## config.mk

```make
export PLATFORM = sky130hd
export DESIGN_NAME = pipe_credit_fifo
export DESIGN_NICKNAME = d
export VERILOG_FILES = /design/src/rtl/cgra_pipe_pkg.sv /design/src/rtl/pipe_fifo_credit_ctr.sv /design/src/rtl/pipe_credit_fifo.sv
export SDC_FILE = /design/constraint.sdc
export NUM_CORES = 1
export LEC_CHECK = 0
export BUFFER_PORTS_ARGS = -buffer_cell sky130_fd_sc_hd__buf_2
export CORE_AREA = 5 5 95 106
export CTS_BUF_LIST = sky130_fd_sc_hd__clkbuf_16
export CTS_CLUSTER_SIZE = 16
export DETAILED_ROUTE_END_ITERATION = 8
export DIE_AREA = 0 0 100 111
export SYNTH_ARGS = -nofsm -noshare
export SYNTH_HDL_FRONTEND = slang
export SYNTH_SLANG_ARGS = --single-unit
```

## constraint.sdc

```tcl
create_clock -name clk -period 3.77 [get_ports clk]
set_input_delay 0.377 -clock clk [delete_from_list [all_inputs] [get_ports clk]]
set_output_delay 0.377 -clock clk [all_outputs]
set_load 0.02 [all_outputs]
```

## src/rtl/cgra_pipe_pkg.sv

```systemverilog
// Shared constants and types for the CGRA register-pipe companion blocks.
// ptr_w() sizes pointers and counters that must hold the value DEPTH itself.
package cgra_pipe_pkg;

    localparam int DEFAULT_DATA_W   = 8;
    localparam int DEFAULT_PIPE_LAT = 6;
    localparam int DEFAULT_DEPTH    = 8;

    function automatic int ptr_w(input int depth);
        return $clog2(depth) + 1;
    endfunction

    typedef logic [ptr_w(DEFAULT_DEPTH)-1:0] cnt_t;

endpackage

```

## src/rtl/pipe_fifo_credit_ctr.sv

```systemverilog
// Credit pool for the register pipe: one credit per FIFO slot, consumed on launch
// and returned on pop. s_ready is a flop, so it has no combinational path from s_fire.
module pipe_fifo_credit_ctr
    import cgra_pipe_pkg::*;
#(
    parameter int DEPTH = DEFAULT_DEPTH
) (
    input  logic clk,
    input  logic rst,
    input  logic s_fire,
    input  logic pop,
    output logic s_ready,
    output logic err_proto
);

    localparam int CW = ptr_w(DEPTH);
    localparam logic [CW-1:0] FULL_CREDITS = CW'(DEPTH);
    localparam logic [CW-1:0] ONE          = {{(CW-1){1'b0}}, 1'b1};
    localparam logic [CW-1:0] ZERO         = {CW{1'b0}};

    logic [CW-1:0] credits_r;
    logic [CW-1:0] credits_nxt_s;
    logic          s_ready_r;
    logic          err_proto_r;

    // Next credit value; a launch and a pop in one cycle cancel, both ends saturate
    always_comb begin
        credits_nxt_s = credits_r;
        if (s_fire && !pop) begin
            if (credits_r != ZERO) begin
                credits_nxt_s = credits_r - ONE;
            end else begin
                credits_nxt_s = credits_r;
            end
        end else if (pop && !s_fire) begin
            if (credits_r != FULL_CREDITS) begin
                credits_nxt_s = credits_r + ONE;
            end else begin
                credits_nxt_s = credits_r;
            end
        end else begin
            credits_nxt_s = credits_r;
        end
    end

    // Credit register, ready flag and sticky protocol error
    always_ff @(posedge clk or negedge rst) begin
        if (!rst) begin
            credits_r   <= FULL_CREDITS;
            s_ready_r   <= 1'b1;
            err_proto_r <= 1'b0;
        end else begin
            credits_r   <= credits_nxt_s;
            s_ready_r   <= (credits_nxt_s != ZERO);
            err_proto_r <= err_proto_r | (s_fire & ~s_ready_r);
        end
    end

    assign s_ready   = s_ready_r;
    assign err_proto = err_proto_r;

endmodule

```

## src/rtl/pipe_credit_fifo.sv

```systemverilog
// Capture FIFO behind the no-backpressure register pipe, with credit return and a
// FWFT valid/ready output. Optional high-water mark port: PIPE_FIFO_WATERMARK_EN.
module pipe_credit_fifo
    import cgra_pipe_pkg::*;
#(
    parameter int DATA_W   = DEFAULT_DATA_W,
    parameter int PIPE_LAT = DEFAULT_PIPE_LAT,
    parameter int DEPTH    = DEFAULT_DEPTH
) (
    input  logic                    clk,
    input  logic                    rst,
    output logic                    s_ready,
    input  logic                    s_fire,
    input  logic                    p_valid,
    input  logic [DATA_W-1:0]       p_data,
    output logic                    m_tvalid,
    output logic [DATA_W-1:0]       m_tdata,
    input  logic                    m_tready,
    output logic [ptr_w(DEPTH)-1:0] count,
    output logic                    err_overflow,
    output logic                    err_proto
`ifdef PIPE_FIFO_WATERMARK_EN
    ,
    output logic [ptr_w(DEPTH)-1:0] hwm
`endif
);

    localparam int PW = ptr_w(DEPTH);
    localparam int AW = PW - 1;
    localparam logic [PW-1:0] PTR_ONE = {{(PW-1){1'b0}}, 1'b1};

    if (PIPE_LAT < 1 || DEPTH < 2 || (DEPTH & (DEPTH - 1)) != 0) begin : g_bad_cfg
        $error("pipe_credit_fifo: PIPE_LAT must be >= 1 and DEPTH a power of 2 >= 2");
    end

    logic [DATA_W-1:0] mem_r [DEPTH];
    logic [PW-1:0]     wr_ptr_r;
    logic [PW-1:0]     rd_ptr_r;
    logic              err_overflow_r;
    logic              full_s;
    logic              empty_s;
    logic              pop_s;
    logic              push_s;

    // Pointers carry a wrap bit so full and empty are distinguishable
    assign full_s  = (wr_ptr_r[AW] != rd_ptr_r[AW]) && (wr_ptr_r[AW-1:0] == rd_ptr_r[AW-1:0]);
    assign empty_s = (wr_ptr_r == rd_ptr_r);
    assign pop_s   = ~empty_s & m_tready;
    assign push_s  = p_valid & (~full_s | pop_s);

    pipe_fifo_credit_ctr #(
        .DEPTH (DEPTH)
    ) u_credit (
        .clk       (clk),
        .rst       (rst),
        .s_fire    (s_fire),
        .pop       (pop_s),
        .s_ready   (s_ready),
        .err_proto (err_proto)
    );

    // Storage is cleared on reset so the head word reads zero until the first push
    always_ff @(posedge clk or negedge rst) begin
        if (!rst) begin
            for (int i = 0; i < DEPTH; i++) begin
                mem_r[i] <= {DATA_W{1'b0}};
            end
        end else if (push_s) begin
            mem_r[wr_ptr_r[AW-1:0]] <= p_data;
        end
    end

    // Pointer advance and sticky overflow on a dropped word
    always_ff @(posedge clk or negedge rst) begin
        if (!rst) begin
            wr_ptr_r       <= {PW{1'b0}};
            rd_ptr_r       <= {PW{1'b0}};
            err_overflow_r <= 1'b0;
        end else begin
            if (push_s) begin
                wr_ptr_r <= wr_ptr_r + PTR_ONE;
            end
            if (pop_s) begin
                rd_ptr_r <= rd_ptr_r + PTR_ONE;
            end
            err_overflow_r <= err_overflow_r | (p_valid & ~push_s);
        end
    end

    assign m_tvalid     = ~empty_s;
    assign m_tdata      = mem_r[rd_ptr_r[AW-1:0]];
    assign count        = wr_ptr_r - rd_ptr_r;
    assign err_overflow = err_overflow_r;

`ifdef PIPE_FIFO_WATERMARK_EN
    logic [PW-1:0] hwm_r;

    // Running maximum of occupancy, trailing count by one cycle
    always_ff @(posedge clk or negedge rst) begin
        if (!rst) begin
            hwm_r <= {PW{1'b0}};
        end else if (count > hwm_r) begin
            hwm_r <= count;
        end else begin
            hwm_r <= hwm_r;
        end
    end

    assign hwm = hwm_r;
`endif

endmodule

```

==> metrics.txt <==
number of antenna diodes 0; Die ar. 11,100 um^2; CTS tree done; Post-synth EDFFs 0; register area around 2000 um^2; Skew-Pair Late Insertion Delay between 0.3 and 0.4 ns; antenna violations before repair 0; outcome complete, no violations; fill count ~760; post-DR vias/cell ~5.4; peak supply drop about 0.00038 V; largest net degree at the start of global routing 80; synthesis-to-layout area growth 15.3%; PwrDens a little over 1000 nW/um^2; # clock sinks just under 80; Final Hold Viols 0; Core Region between 8000 and 9000 um^2; CP Class reg2reg; CTS Buf Count 9; die height approximately 110 um; nets 336; Post-CTS Resized 0; CTS H-tree depth 3; Max Clock Skew 0.00484 ns; Post-synth top flop dfrtp_1; wire per inst 18.1 um; drt pass-1 iters 4; flops & latches, synth a little under 80; WL final between 7000 and 8000 um; area of the multi-input gates 1790 um^2; die width 100 um; Avg Synthesized Cell Area approximately 14 um^2; CP Launch Type flip-flop; Pleak roughly 2.0 nW; row count 36; GPL Wtd Cong ~0.77; maxcap violations 0; sequential share of the synthesized area approximately half; clk root buf clkbuf_16; Worst Path Required 4.01 ns; Final Cycle Share roughly four fifths; Final setup viols 0; Hold Crit Class in2async; minimum clock period slightly above 3 ns; final slew viol count 0; post-synthesis cell area a little under 4000 um^2; share of layout cells above drive strength 1 between 40% and 50%; first-pass GRT wire length roughly 13,000 um; crit-path max FO 11; worst hold slack between 0.2 and 0.25 ns; cells after synthesis around 280; clock transition at the registers of the reported paths approximately 0.06 ns; net count of the mapped netlist 304; setup tns final 0 ns; Worst Tran Pin Value slightly above 1 ns; Antenna Nets Post-Route 0; RSZ-0062 raised after global routing false; Worst slew margin 32.1%; most frequent cells in the layout dfrtp_1 (77), mux2_2 (64), nand2_1 (30); via count 2,349; Port Buffers 28; HPWL Detailed slightly above 5000 um; I/O pin count 29; Yosys Warn Count 0; CTS Buffer Depth 2; 1st-iter DRT viols 79; commonest non-fill, non-tap cell in the layout dfrtp_1; # DRC 0; postcts setup bufs 0; CP endpoint kind flip-flop; fmax 0.327 GHz; Post-synth ARST share 100%; Arrival @ worst endpoint approximately 3.3 ns; global route total overflow 0; CTS Hold Bufs 0; initial core utilization 44.0%; Cell variety after synth between 40 and 50; vias in the first global route between 2,000 and 2,500; GRT Util Overall 15.2%
[metal layers]
| metal | vias up | global-route usage (%) | wire length [um] |
|---|---|---|---|
| li1 | 1091 | - | - |
| met1 | 1197 | 20.6 | 3550 |
| met2 | 57 | 24.2 | 3970 |
| met3 | 4 | 3.15 | 271 |
| met4 | 0 | 5.21 | 58 |
| met5 | - | 0 | 0 |
[stage by stage]
| step | power, W | worst slack (ns) | instances | util (%) | area, um^2 |
|---|---|---|---|---|---|
| 2_1_floorplan | 0.00305 | 0.690 | 283 | - | 3860 |
| 3_5_place_dp | 0.00359 | 0.730 | 418 | 47.1 | 4140 |
| 6_report | 0.00448 | 0.715 | 433 | 50.7 | 4460 |
| 5_1_grt | 0.00478 | 0.506 | 433 | 50.7 | 4460 |
| 4_1_cts | 0.00454 | 0.727 | 433 | 50.7 | 4460 |
| 3_3_place_gp | 0.00356 | 0.808 | 418 | 47.1 | 4140 |
[critical path: stages, from the launching register on]
cell,delay (ns)
dfrtp_1,0.64
clkinv_1,0.18
ha_1,0.37
nand3_1,0.25
o21ai_1,0.36
o21ai_0,0.15
or4_4,0.49
or4_1,0.53
[Yosys cell counts (all sizes together) (3+ instances only)]
master  instances  area, um^2
nor2            5        18.8
mux4           16         360
nor3b           3        27.5
o21ai           4        20.0
or4             3        27.5
o211ai          3        22.5
nand3           3        15.0
a21o            3        22.5
xnor2           8        70.1
nand2          30         113
a21oi           3        18.8
clkbuf         10        37.5
ha              7        87.6
mux2           65         732
dfrtp          77        1930
buf             3        20.0
inv            10        37.5
[logic make-up (layout without fill, tap and decap cells)]
group | count (synthesis) | in the layout | synth area share, %
AOI/OAI and AO/OA | 19 | 19 | 3.50
DFF | 79 | 79 | 51.2
buffers and inverters | 24 | 60 | 2.56
xor gates and xnor gates | 10 | 10 | 2.46
and+or+nand+nor | 61 | 61 | 8.94
muxes | 82 | 82 | 28.5
adders and majority gates | 8 | 8 | 2.78
[layout make-up]
cell class                 count  area share (%)
multi-input combinational    180            40.1
clock buffer                   9            5.05
inverter                      11           0.927
sequential                    79            44.4
clock inverter                 6            2.11
timing repair buffer          34            4.21
tap                          114            3.20
[state kept, by name (all words and copies together) (netlist names)]
name                flops
mem_r                  64
rd_ptr_r                4
u_credit.credits_r      4
wr_ptr_r                4
err_overflow            1
u_credit.err_proto      1
u_credit.s_ready        1
[power breakdown]
part           switching (W)  internal (W)  total [W]
combinational       0.000983       0.00101    0.00199
clock               0.000347      0.000582   0.000929
sequential          0.000281       0.00128    0.00156
total                0.00161       0.00287    0.00448
[final timing paths]
path	startpoint	end	slack [ns]	cells after the start
worst min-delay path	rst	mem_r[26]$_DFFE_PN0P_	0.21	1
max in group asynchronous	rst	mem_r[14]$_DFFE_PN0P_	2.89	1
worst max register to register	rd_ptr_r[2]$_DFFE_PN0P_	u_credit.s_ready$_DFF_PN1_	0.72	7
min in group clk	p_data[1]	mem_r[25]$_DFFE_PN0P_	0.39	2
worst max-delay path	rd_ptr_r[2]$_DFFE_PN0P_	u_credit.s_ready$_DFF_PN1_	0.72	7
worst min register to register	u_credit.err_proto$_DFF_PN0_	u_credit.err_proto$_DFF_PN0_	0.46	1
No activity file was read; power rests on OpenSTA's default activity.
